--- config.mk ---
export PLATFORM = sky130hd
export DESIGN_NAME = instr_encoder
export DESIGN_NICKNAME = d
export VERILOG_FILES = /design/src/rtl/isa_pkg.sv /design/src/rtl/imm_pack.sv /design/src/rtl/instr_encoder.sv
export SDC_FILE = /design/constraint.sdc
export NUM_CORES = 1
export LEC_CHECK = 0
export ABC_CLOCK_PERIOD_IN_PS = 2000
export BUFFER_PORTS_ARGS = -buffer_cell sky130_fd_sc_hd__clkbuf_2
export CAP_MARGIN = 20
export CORE_MARGIN = 4
export CORE_UTILIZATION = 50
export CTS_CLUSTER_SIZE = 20
export DETAILED_ROUTE_END_ITERATION = 10
export PLACE_DENSITY_LB_ADDON = 0.08
export SETUP_SLACK_MARGIN = 0.1
export SYNTH_ARGS = -nofsm -noshare
export SYNTH_HDL_FRONTEND = slang
export SYNTH_SLANG_ARGS = --single-unit
--- constraint.sdc ---
create_clock -name clk -period 2 [get_ports clk]
set_clock_uncertainty 0.15 [all_clocks]
set_input_delay 0.1 -clock clk [delete_from_list [all_inputs] [get_ports clk]]
set_output_delay 0.1 -clock clk [all_outputs]
set_load 0.01 [all_outputs]
--- src/rtl/isa_pkg.sv ---
// Opcode map, instruction format enum and the opcode-to-format lookup shared by
// the instruction encoder and its immediate packer.
package isa_pkg;

  localparam logic [6:0] LUI     = 7'h37;
  localparam logic [6:0] AUIPC   = 7'h17;
  localparam logic [6:0] JAL     = 7'h6F;
  localparam logic [6:0] JALR    = 7'h67;
  localparam logic [6:0] BRANCH  = 7'h63;
  localparam logic [6:0] LOAD    = 7'h03;
  localparam logic [6:0] STORE   = 7'h23;
  localparam logic [6:0] CALCI   = 7'h13;
  localparam logic [6:0] CALC    = 7'h33;
  localparam logic [6:0] FLOAD   = 7'h07;
  localparam logic [6:0] FSTORE  = 7'h27;
  localparam logic [6:0] F       = 7'h53;
  localparam logic [6:0] FBRANCH = 7'h5B;
  localparam logic [6:0] VLW     = 7'h0B;
  localparam logic [6:0] VSW     = 7'h2B;
  localparam logic [6:0] FLI     = 7'h44;

  localparam logic [2:0] ADDI_F3 = 3'b000;

  typedef enum logic [2:0] {FMT_R, FMT_I, FMT_S, FMT_B, FMT_U, FMT_J, FMT_FLI} fmt_e;

  function automatic fmt_e opcode_fmt(input logic [6:0] op);
    case (op)
      LUI, AUIPC:                          return FMT_U;
      JAL:                                 return FMT_J;
      JALR, LOAD, CALCI, FLOAD, VLW, VSW:  return FMT_I;
      STORE, FSTORE:                       return FMT_S;
      BRANCH, FBRANCH:                     return FMT_B;
      FLI:                                 return FMT_FLI;
      default:                             return FMT_R;
    endcase
  endfunction

  function automatic logic opcode_known(input logic [6:0] op);
    case (op)
      LUI, AUIPC, JAL, JALR, BRANCH, LOAD, STORE, CALCI,
      CALC, FLOAD, FSTORE, F, FBRANCH, VLW, VSW, FLI: return 1'b1;
      default:                                        return 1'b0;
    endcase
  endfunction

endpackage

--- src/rtl/imm_pack.sv ---
// Combinational packer: places register fields and the immediate into one
// 32-bit word for the given format and flags immediates the format cannot hold.
module imm_pack
  import isa_pkg::*;
(
  input  fmt_e        fmt,
  input  logic [6:0]  opcode,
  input  logic [4:0]  rd,
  input  logic [4:0]  rs1,
  input  logic [4:0]  rs2,
  input  logic [2:0]  funct3,
  input  logic [6:0]  funct7,
  input  logic [31:0] imm,
  output logic [31:0] instr,
  output logic        err
);

  logic fits12, fits13, fits21;

  // Sign-fit tests: every bit above the field's sign bit must copy it.
  assign fits12 = (&imm[31:11]) || (~|imm[31:11]);
  assign fits13 = (&imm[31:12]) || (~|imm[31:12]);
  assign fits21 = (&imm[31:20]) || (~|imm[31:20]);

  always_comb begin
    instr = {funct7, rs2, rs1, funct3, rd, opcode};
    err   = 1'b0;
    case (fmt)
      FMT_I: begin
        instr = {imm[11:0], rs1, funct3, rd, opcode};
        err   = !fits12;
      end
      FMT_S: begin
        instr = {imm[11:5], rs2, rs1, funct3, imm[4:0], opcode};
        err   = !fits12;
      end
      FMT_B: begin
        instr = {imm[12], imm[10:5], rs2, rs1, funct3, imm[4:1], imm[11], opcode};
        err   = !fits13 || imm[0];
      end
      FMT_U: begin
        instr = {imm[31:12], rd, opcode};
        err   = |imm[11:0];
      end
      FMT_J: begin
        instr = {imm[20], imm[10:1], imm[11], imm[19:12], rd, opcode};
        err   = !fits21 || imm[0];
      end
      FMT_FLI: begin
        instr = {imm[31:12], rd, opcode};
      end
      default: ;
    endcase
  end

endmodule

--- src/rtl/instr_encoder.sv ---
// Streaming RV32 instruction encoder: turns field-level requests into packed
// instruction words, sequencing the two-word FLI and split LI cases.
module instr_encoder
  import isa_pkg::*;
(
  input  logic        clk,
  input  logic        rstn,
  input  logic        req_valid,
  output logic        req_ready,
  input  logic [6:0]  req_opcode,
  input  logic        req_li,
  input  logic [4:0]  req_rd,
  input  logic [4:0]  req_rs1,
  input  logic [4:0]  req_rs2,
  input  logic [2:0]  req_funct3,
  input  logic [6:0]  req_funct7,
  input  logic [31:0] req_imm,
  output logic        out_valid,
  input  logic        out_ready,
  output logic [31:0] out_instr,
  output logic        out_last,
  output logic        out_err
);

  typedef enum logic [1:0] {IDLE, EMIT0, EMIT1} state_e;

  state_e      state, state_nxt;
  logic        consume, accept;
  logic        li_fits12, two_word0, err0, err0_pack;
  fmt_e        fmt0;
  logic [6:0]  op0;
  logic [4:0]  rs1_0;
  logic [2:0]  f3_0;
  logic [31:0] imm0, word0;
  logic        lat_li, lat_err;
  logic [4:0]  lat_rd;
  logic [11:0] lat_lo;
  logic [31:0] addi_word, word1;
  logic        err1, err1_pack;

  assign consume   = out_valid && out_ready;
  assign req_ready = (state == IDLE) || (consume && out_last);
  assign accept    = req_valid && req_ready;
  assign out_valid = (state != IDLE);

  // LI picks between a single ADDI and a LUI whose upper part absorbs the
  // sign of the low 12 bits that the following ADDI will add back.
  always_comb begin
    li_fits12 = (&req_imm[31:11]) || (~|req_imm[31:11]);
    fmt0      = opcode_fmt(req_opcode);
    op0       = req_opcode;
    rs1_0     = req_rs1;
    f3_0      = req_funct3;
    imm0      = req_imm;
    if (req_li) begin
      rs1_0 = 5'd0;
      f3_0  = ADDI_F3;
      if (li_fits12) begin
        fmt0 = FMT_I;
        op0  = CALCI;
      end else begin
        fmt0 = FMT_U;
        op0  = LUI;
        imm0 = {req_imm[31:12] + 20'(req_imm[11]), 12'h000};
      end
    end
  end

  assign two_word0 = req_li ? !li_fits12 : (req_opcode == FLI);
  assign err0      = !req_li && (err0_pack || !opcode_known(req_opcode));

  imm_pack u_pack0 (
    .fmt    (fmt0),
    .opcode (op0),
    .rd     (req_rd),
    .rs1    (rs1_0),
    .rs2    (req_rs2),
    .funct3 (f3_0),
    .funct7 (req_funct7),
    .imm    (imm0),
    .instr  (word0),
    .err    (err0_pack)
  );

  imm_pack u_pack1 (
    .fmt    (FMT_I),
    .opcode (CALCI),
    .rd     (lat_rd),
    .rs1    (lat_rd),
    .rs2    (5'd0),
    .funct3 (ADDI_F3),
    .funct7 (7'd0),
    .imm    ({{20{lat_lo[11]}}, lat_lo}),
    .instr  (addi_word),
    .err    (err1_pack)
  );

  assign word1 = lat_li ? addi_word : {8'h00, lat_lo, 12'h000};
  assign err1  = lat_err || (lat_li && err1_pack);

  always_ff @(posedge clk or negedge rstn) begin
    if (!rstn) state <= IDLE;
    else       state <= state_nxt;
  end

  always_comb begin
    state_nxt = state;
    case (state)
      IDLE:  if (accept) state_nxt = EMIT0;
      EMIT0: if (consume) begin
        if (!out_last)   state_nxt = EMIT1;
        else if (accept) state_nxt = EMIT0;
        else             state_nxt = IDLE;
      end
      EMIT1: if (consume) state_nxt = accept ? EMIT0 : IDLE;
      default: state_nxt = IDLE;
    endcase
  end

  // A new accept always loads word 0; word 1 is built purely from the latch.
  always_ff @(posedge clk or negedge rstn) begin
    if (!rstn) begin
      out_instr <= '0;
      out_last  <= 1'b0;
      out_err   <= 1'b0;
      lat_li    <= 1'b0;
      lat_err   <= 1'b0;
      lat_rd    <= '0;
      lat_lo    <= '0;
    end else if (accept) begin
      out_instr <= word0;
      out_last  <= !two_word0;
      out_err   <= err0;
      lat_li    <= req_li;
      lat_err   <= err0;
      lat_rd    <= req_rd;
      lat_lo    <= req_imm[11:0];
    end else if ((state == EMIT0) && consume && !out_last) begin
      out_instr <= word1;
      out_last  <= 1'b1;
      out_err   <= err1;
    end
  end

endmodule
# == Word-level counts from Yosys, hierarchy flattened ==
# Cells that the tools add are included.
# totals
output_inout_bits,36
romBits,0
ff_bits,55
in_bits,69
ram_bits,0
n_memories,0
wordCells,108
latchBits,0
# op_classes
addsub,1
shift,0
reduce_logical,46
div_mod_pow,0
mul,0
mux,26
n_lt_le_gt_ge,0
eq_ne,27
n_bitwise,0
# ops
op,n
32-bit two-way mux,5
32-bit case mux with 5 select lines,1
7-bit == test (second input constant),6
21-bit AND reduction,2
21-bit OR reduction,2
7-bit by 6-bit == test with 1-bit output (second input constant),5
12-bit OR reduction,2
20-bit by 1-bit adder with 20-bit output,1
20-bit AND reduction,1
20-bit OR reduction,1
3-bit case mux with 6 select lines,1
16-bit OR reduction,1
7-bit by 5-bit == test with 1-bit output (second input constant),2
1-bit logical NOT,12
12-bit AND reduction,1
2-bit OR reduction,5
3-bit == test (second input constant),3
3-bit two-way mux,3
1-bit logical OR,8
2-bit two-way mux,4
7-bit by 2-bit == test with 1-bit output (second input constant),1
7-bit by 3-bit == test with 1-bit output (second input constant),1
7-bit by 4-bit == test with 1-bit output (second input constant),1
1-bit two-way mux,7
15 further kinds,24

# == Longest topological paths before layout ==
# depth
depth_word,14
depth_mapped,14
ltp_nobuf,11

# == Hierarchy ==
# Synthesis repeated with hierarchy kept, for this count alone.
# hier_totals
cells_unflattened,724
hier_area_um2,5298.8
# modules_own_cells
mod,seq_area_each_um2,instances,cells_each,area_per_inst_um2
instr_encoder,1376.3,1,440,3497.1
imm_pack,0.0,2,142,900.9

# == Least setup slack after synthesis ==
# No wires, ideal clock.
# synth_timing
path_type,in2reg
startpoint,in req_imm[11]
endpoint,reg out_err
arrival_ns,2.636
path_stages,12
setup_time_ns,0.127
setup_slack_ns,-0.913
path_cell_list,ha_1 > clkbuf_1 > inv_1 > or3_1 > clkbuf_1 > o2111ai_1 > xor2_1 > or4_1 > and4bb_2 > nand3_1 > a22oi_2 > o22ai_1
# synth_between
elab_chain_len,14
elab_cells_between_ends,37
classes_between,1 x add/sub; 5 x eq/ne; 6 x mux; 25 x reduce/logical
# synth_rtl
element,line,text
from (decl),instr_encoder.sv:17,"input logic [31:0] req_imm,"
branches (longest 10 deep; another with 20-bit by 1-bit adder with 20-bit output),-,
1-bit case mux with 4 select lines (*),imm_pack.sv:28,case (fmt)
1-bit logical OR (*),instr_encoder.sv:70,assign err0 = !req_li && (err0_pack || !opcode_known(req_opcode));
1-bit logical AND (*),instr_encoder.sv:70,
1-bit two-way mux (*),instr_encoder.sv:130,end else if (accept) begin
to (signal assigned),instr_encoder.sv:133,out_err <= err0;
to (signal assigned),instr_encoder.sv:141,out_err <= err1;
to (decl),instr_encoder.sv:22,output logic out_err
# Mark *: on every way between the ends.
# A chain may end at the register's enable or synchronous reset.

# == Worst setup path after layout ==
# layout_timing
startpoint,in req_imm[17]
endpoint,reg out_err
# Same word-level chain as after synthesis.

==> flow_metrics.env <==
export IMPL_min_path_cells=3
export IMPL_async_flop_share_pct=100
export IMPL_period_needed_ns=2.71
export IMPL_synthMuxAreaShare_pct=4.46
export IMPL_yosys_area_top_type_share_pct=30.7
export IMPL_core_area_um2=8720
export IMPL_synth_compound_area_share_pct=24.8
export IMPL_cts_max_path_buffers=2
export IMPL_final_cell_mix="buf_4 (144), nand2_1 (92), clkbuf_2 (83)"
export IMPL_pin_count=105
export IMPL_setup_viol=26
export IMPL_setup_worst_path_end="out_err$_DFFE_PN0P_"
export IMPL_rows=34
export IMPL_cp_top_family="simple AND/OR/NAND/NOR gates"
export IMPL_ir_drop_uv=507
export IMPL_hpwl_um=12800
export IMPL_synth_seq_cells=55
export IMPL_worstReg2RegStart="state[0]$_DFFE_PN0P_"
export IMPL_synthDistinctLibCells=69
export IMPL_synth_area_top_cells="dfrtp_1 (31%), nand2_1 (8.2%), a21oi_1 (4.8%), mux2i_1 (4.5%), nor2_1 (3.7%)"
export IMPL_violations="negative hold slack, negative setup slack"
export IMPL_placed_area_um2=6050
export IMPL_end_kind="register"
export IMPL_first_pass_iters=6
export IMPL_worstPathRequired_ns=2.04
export IMPL_syn_nets=660
export IMPL_die_y_um=103
export IMPL_finalInstanceArea_um2=7640
export IMPL_finalCritPeriodShare_pct=135
export IMPL_path_buf_inv=3
export IMPL_final_common_cell="buf_4"
export IMPL_ant_nets=0
export IMPL_routed_via_count=6336
export IMPL_synthXorXnorAreaFrac_pct=2.54
export IMPL_synth_edf_count=0
export IMPL_synth_simple_gate_area_share_pct=30.8
export IMPL_fin_nets=929
export IMPL_reg2reg_to="out_err$_DFFE_PN0P_"
export IMPL_reg2reg_slack_ns=-0.31
export IMPL_yosys_area_top_type="dfrtp_1"
export IMPL_ys_seq_area_share_pct=30.7
export IMPL_p_leak_nw=3.43
export IMPL_drc=0
export IMPL_min_path_type="input pin to register"
export IMPL_hold_viol=1
export IMPL_dieArea_um2=10500
export IMPL_clk_pin_slew_ns=0.09
export IMPL_start_util_pct=51.4
export IMPL_syn2layout_area_growth_pct=70.4
export IMPL_antenna_found_initial=0
export IMPL_synth_top_family_by_area="simple AND/OR/NAND/NOR gates"
export IMPL_crit_start="req_imm[17]"
export IMPL_maxClockFrequency_mhz=370
export IMPL_worstSkewPairLatency_ns=0.30
export IMPL_grt_overflow=0
export IMPL_drv_slew=0
export IMPL_vias_per_cell=6.56
export IMPL_cp_depth=12
export IMPL_tightest_slew_ns=0.694
export IMPL_grt_pass1_wl_um=30000
export IMPL_critPathArrivalTime_ns=2.74
export IMPL_cp_max_fo=4
export IMPL_netlist_area_um2=4480
export IMPL_cts_tree="done"
export IMPL_cap_viol_max_count=0
export IMPL_drive_gt1_share_pct=45.8
export IMPL_num_fill_cells=464
export IMPL_holdWs_ns=-0.0183
export IMPL_grt_max_degree=56
export IMPL_synth_cells=588
export IMPL_path_cells="clkbuf_16, nand4_1, or4_4, buf_4, buf_4, o21ai_2, mux2i_1, or4_4, o41ai_2, a21oi_1, a22oi_2, o22ai_2"
export IMPL_dr_first_iter_drc_count=532
export IMPL_grt_pass1_vias=5982
export IMPL_wire_per_inst_um=21.5
export IMPL_numCtsBuffers=5
export IMPL_max_stage_delay_ns=0.57
export IMPL_reg2reg_depth=10
export IMPL_cts_sinks=55
export IMPL_crit_path_start_kind="input pin"
export IMPL_port_buffers=104
export IMPL_synth_area_per_cell_um2=7.63
export IMPL_ctsHtreeMaxLevel=2
export IMPL_root_buffer="clkbuf_8"
export IMPL_synthAdderAreaFrac_pct=0.837
export IMPL_yosysWarningCount=0
export IMPL_slew_headroom_pct=53.8
export IMPL_gp_congestion=1.01
export IMPL_rsz0062_at_grt="yes"
export IMPL_outcome="complete, but fails checks"
export IMPL_wirelength_um=20700
export IMPL_crit_type="input pin to register"
export IMPL_die_w_um=103
export IMPL_setup_ws_ns=-0.706
export IMPL_synth_flop_cell="dfrtp_1"
export IMPL_grt_use_total_pct=36.0
export IMPL_critPathSlowestCell="or4_4"
export IMPL_pwr_density_cell_nw_per_um2=765
export IMPL_antenna_cells=0
==> synth_stat cells, drive strengths merged, types with 5 or more instances <==
cell,n
mux2i,20
nand2b,5
clkbuf,38
a221oi,6
and3,14
a311oi,9
a31oi,13
nor2b,6
nand2,98
nor3b,6
nand4,8
nor3,18
a21oi,46
o21ai,29
dfrtp,55
buf,13
xor2,8
or4,6
o211ai,10
a211oi,14
inv,7
nor4,12
nor2,44
nand3,33
xnor2,5
==> metal layers <==
metal  part of all wire, %  GRT usage [%]  vias to the layer above
met5                     0              0                        -
met4                   7.7           16.9                        0
met3                   9.2           4.74                      178
met2                    47           61.9                      507
met1                    36           44.7                     2940
li1                      -              -                     2711
==> worst min path at each step <==
stage / startpoint / endpoint / slack, ns
finish: req_imm[1] / out_instr[8]$_DFFE_PN0P_ / -0.02
CTS: req_imm[10] / out_instr[30]$_DFFE_PN0P_ / 0.006
floorplan: rstn / lat_err$_DFFE_PN0P_ / -0.35
global placement: rstn / state[1]$_DFFE_PN0P_ / 0.12
global route: req_funct7[1] / out_instr[26]$_DFFE_PN0P_ / 0.02
detailed placement: rstn / state[0]$_DFFE_PN0P_ / 0.12
==> worst reg2reg max path: cells and delay by family (launching register included) <==
| kind | cells | cell delay, ns |
|---|---|---|
| buffers and inverters | 1 | 0.15 |
| flip-flops | 1 | 0.39 |
| AND/OR/NAND/NOR | 4 | 0.61 |
| AO/OA/AOI/OAI | 5 | 0.90 |
==> where the power goes <==
part           internal [mW]  switching (mW)
clock network          0.247           0.341
logic                   1.44            1.76
registers               1.65           0.417
total                   3.33            2.51
==> sequential cells by signal, summed over array words and instances, names as in the netlist <==
signal     cells
lat_rd         5
lat_lo        12
lat_err        1
out_instr     32
lat_li         1
out_err        1
out_last       1
state          2
==> logic make-up after synthesis <==
logic type                 count (synthesis)
AOI/OAI and AO/OA                        165
adders and majority gates                  3
muxes                                     20
buffers and inverters                     59
xor gates and xnor gates                  13
DFF                                       55
and+or+nand+nor                          273
==> repair_timing <==
action	in CTS	in global routing
resized for setup	122	66
buffers inserted	25	15
gates cloned	3	0
endpoints found under the hold margin	84	0
setup endpoints to repair	24	32
hold buffers	27	0
pin swaps	33	34
==> stage by stage <==
step / power [mW] / utilization (%) / TNS (ns) / cells / worst slack [ns]
final: 5.85 / 87.6 / -6.68 / 966 / -0.706
after global routing: 6.15 / 87.6 / -8.28 / 966 / -0.765
after floorplan: 3.39 / - / -9.88 / 588 / -0.671
after detailed placement: 4.63 / 69.4 / -14.37 / 890 / -0.985
after CTS: 5.49 / 82.7 / -2.13 / 951 / -0.413
after global placement: 4.55 / 69.4 / -13.40 / 890 / -0.879
==> layout make-up <==
cell class	count	area, µm²	share of cell area, %
sequential	55	1380	18.0
tap	108	135	1.77
inverter	8	30.0	0.393
clock buffer	7	76.3	0.999
clock inverter	1	5.00	0.0655
timing repair buffer	312	2550	33.4
multi-input combinational	475	3470	45.4
Power figures use the tool's default switching activity.
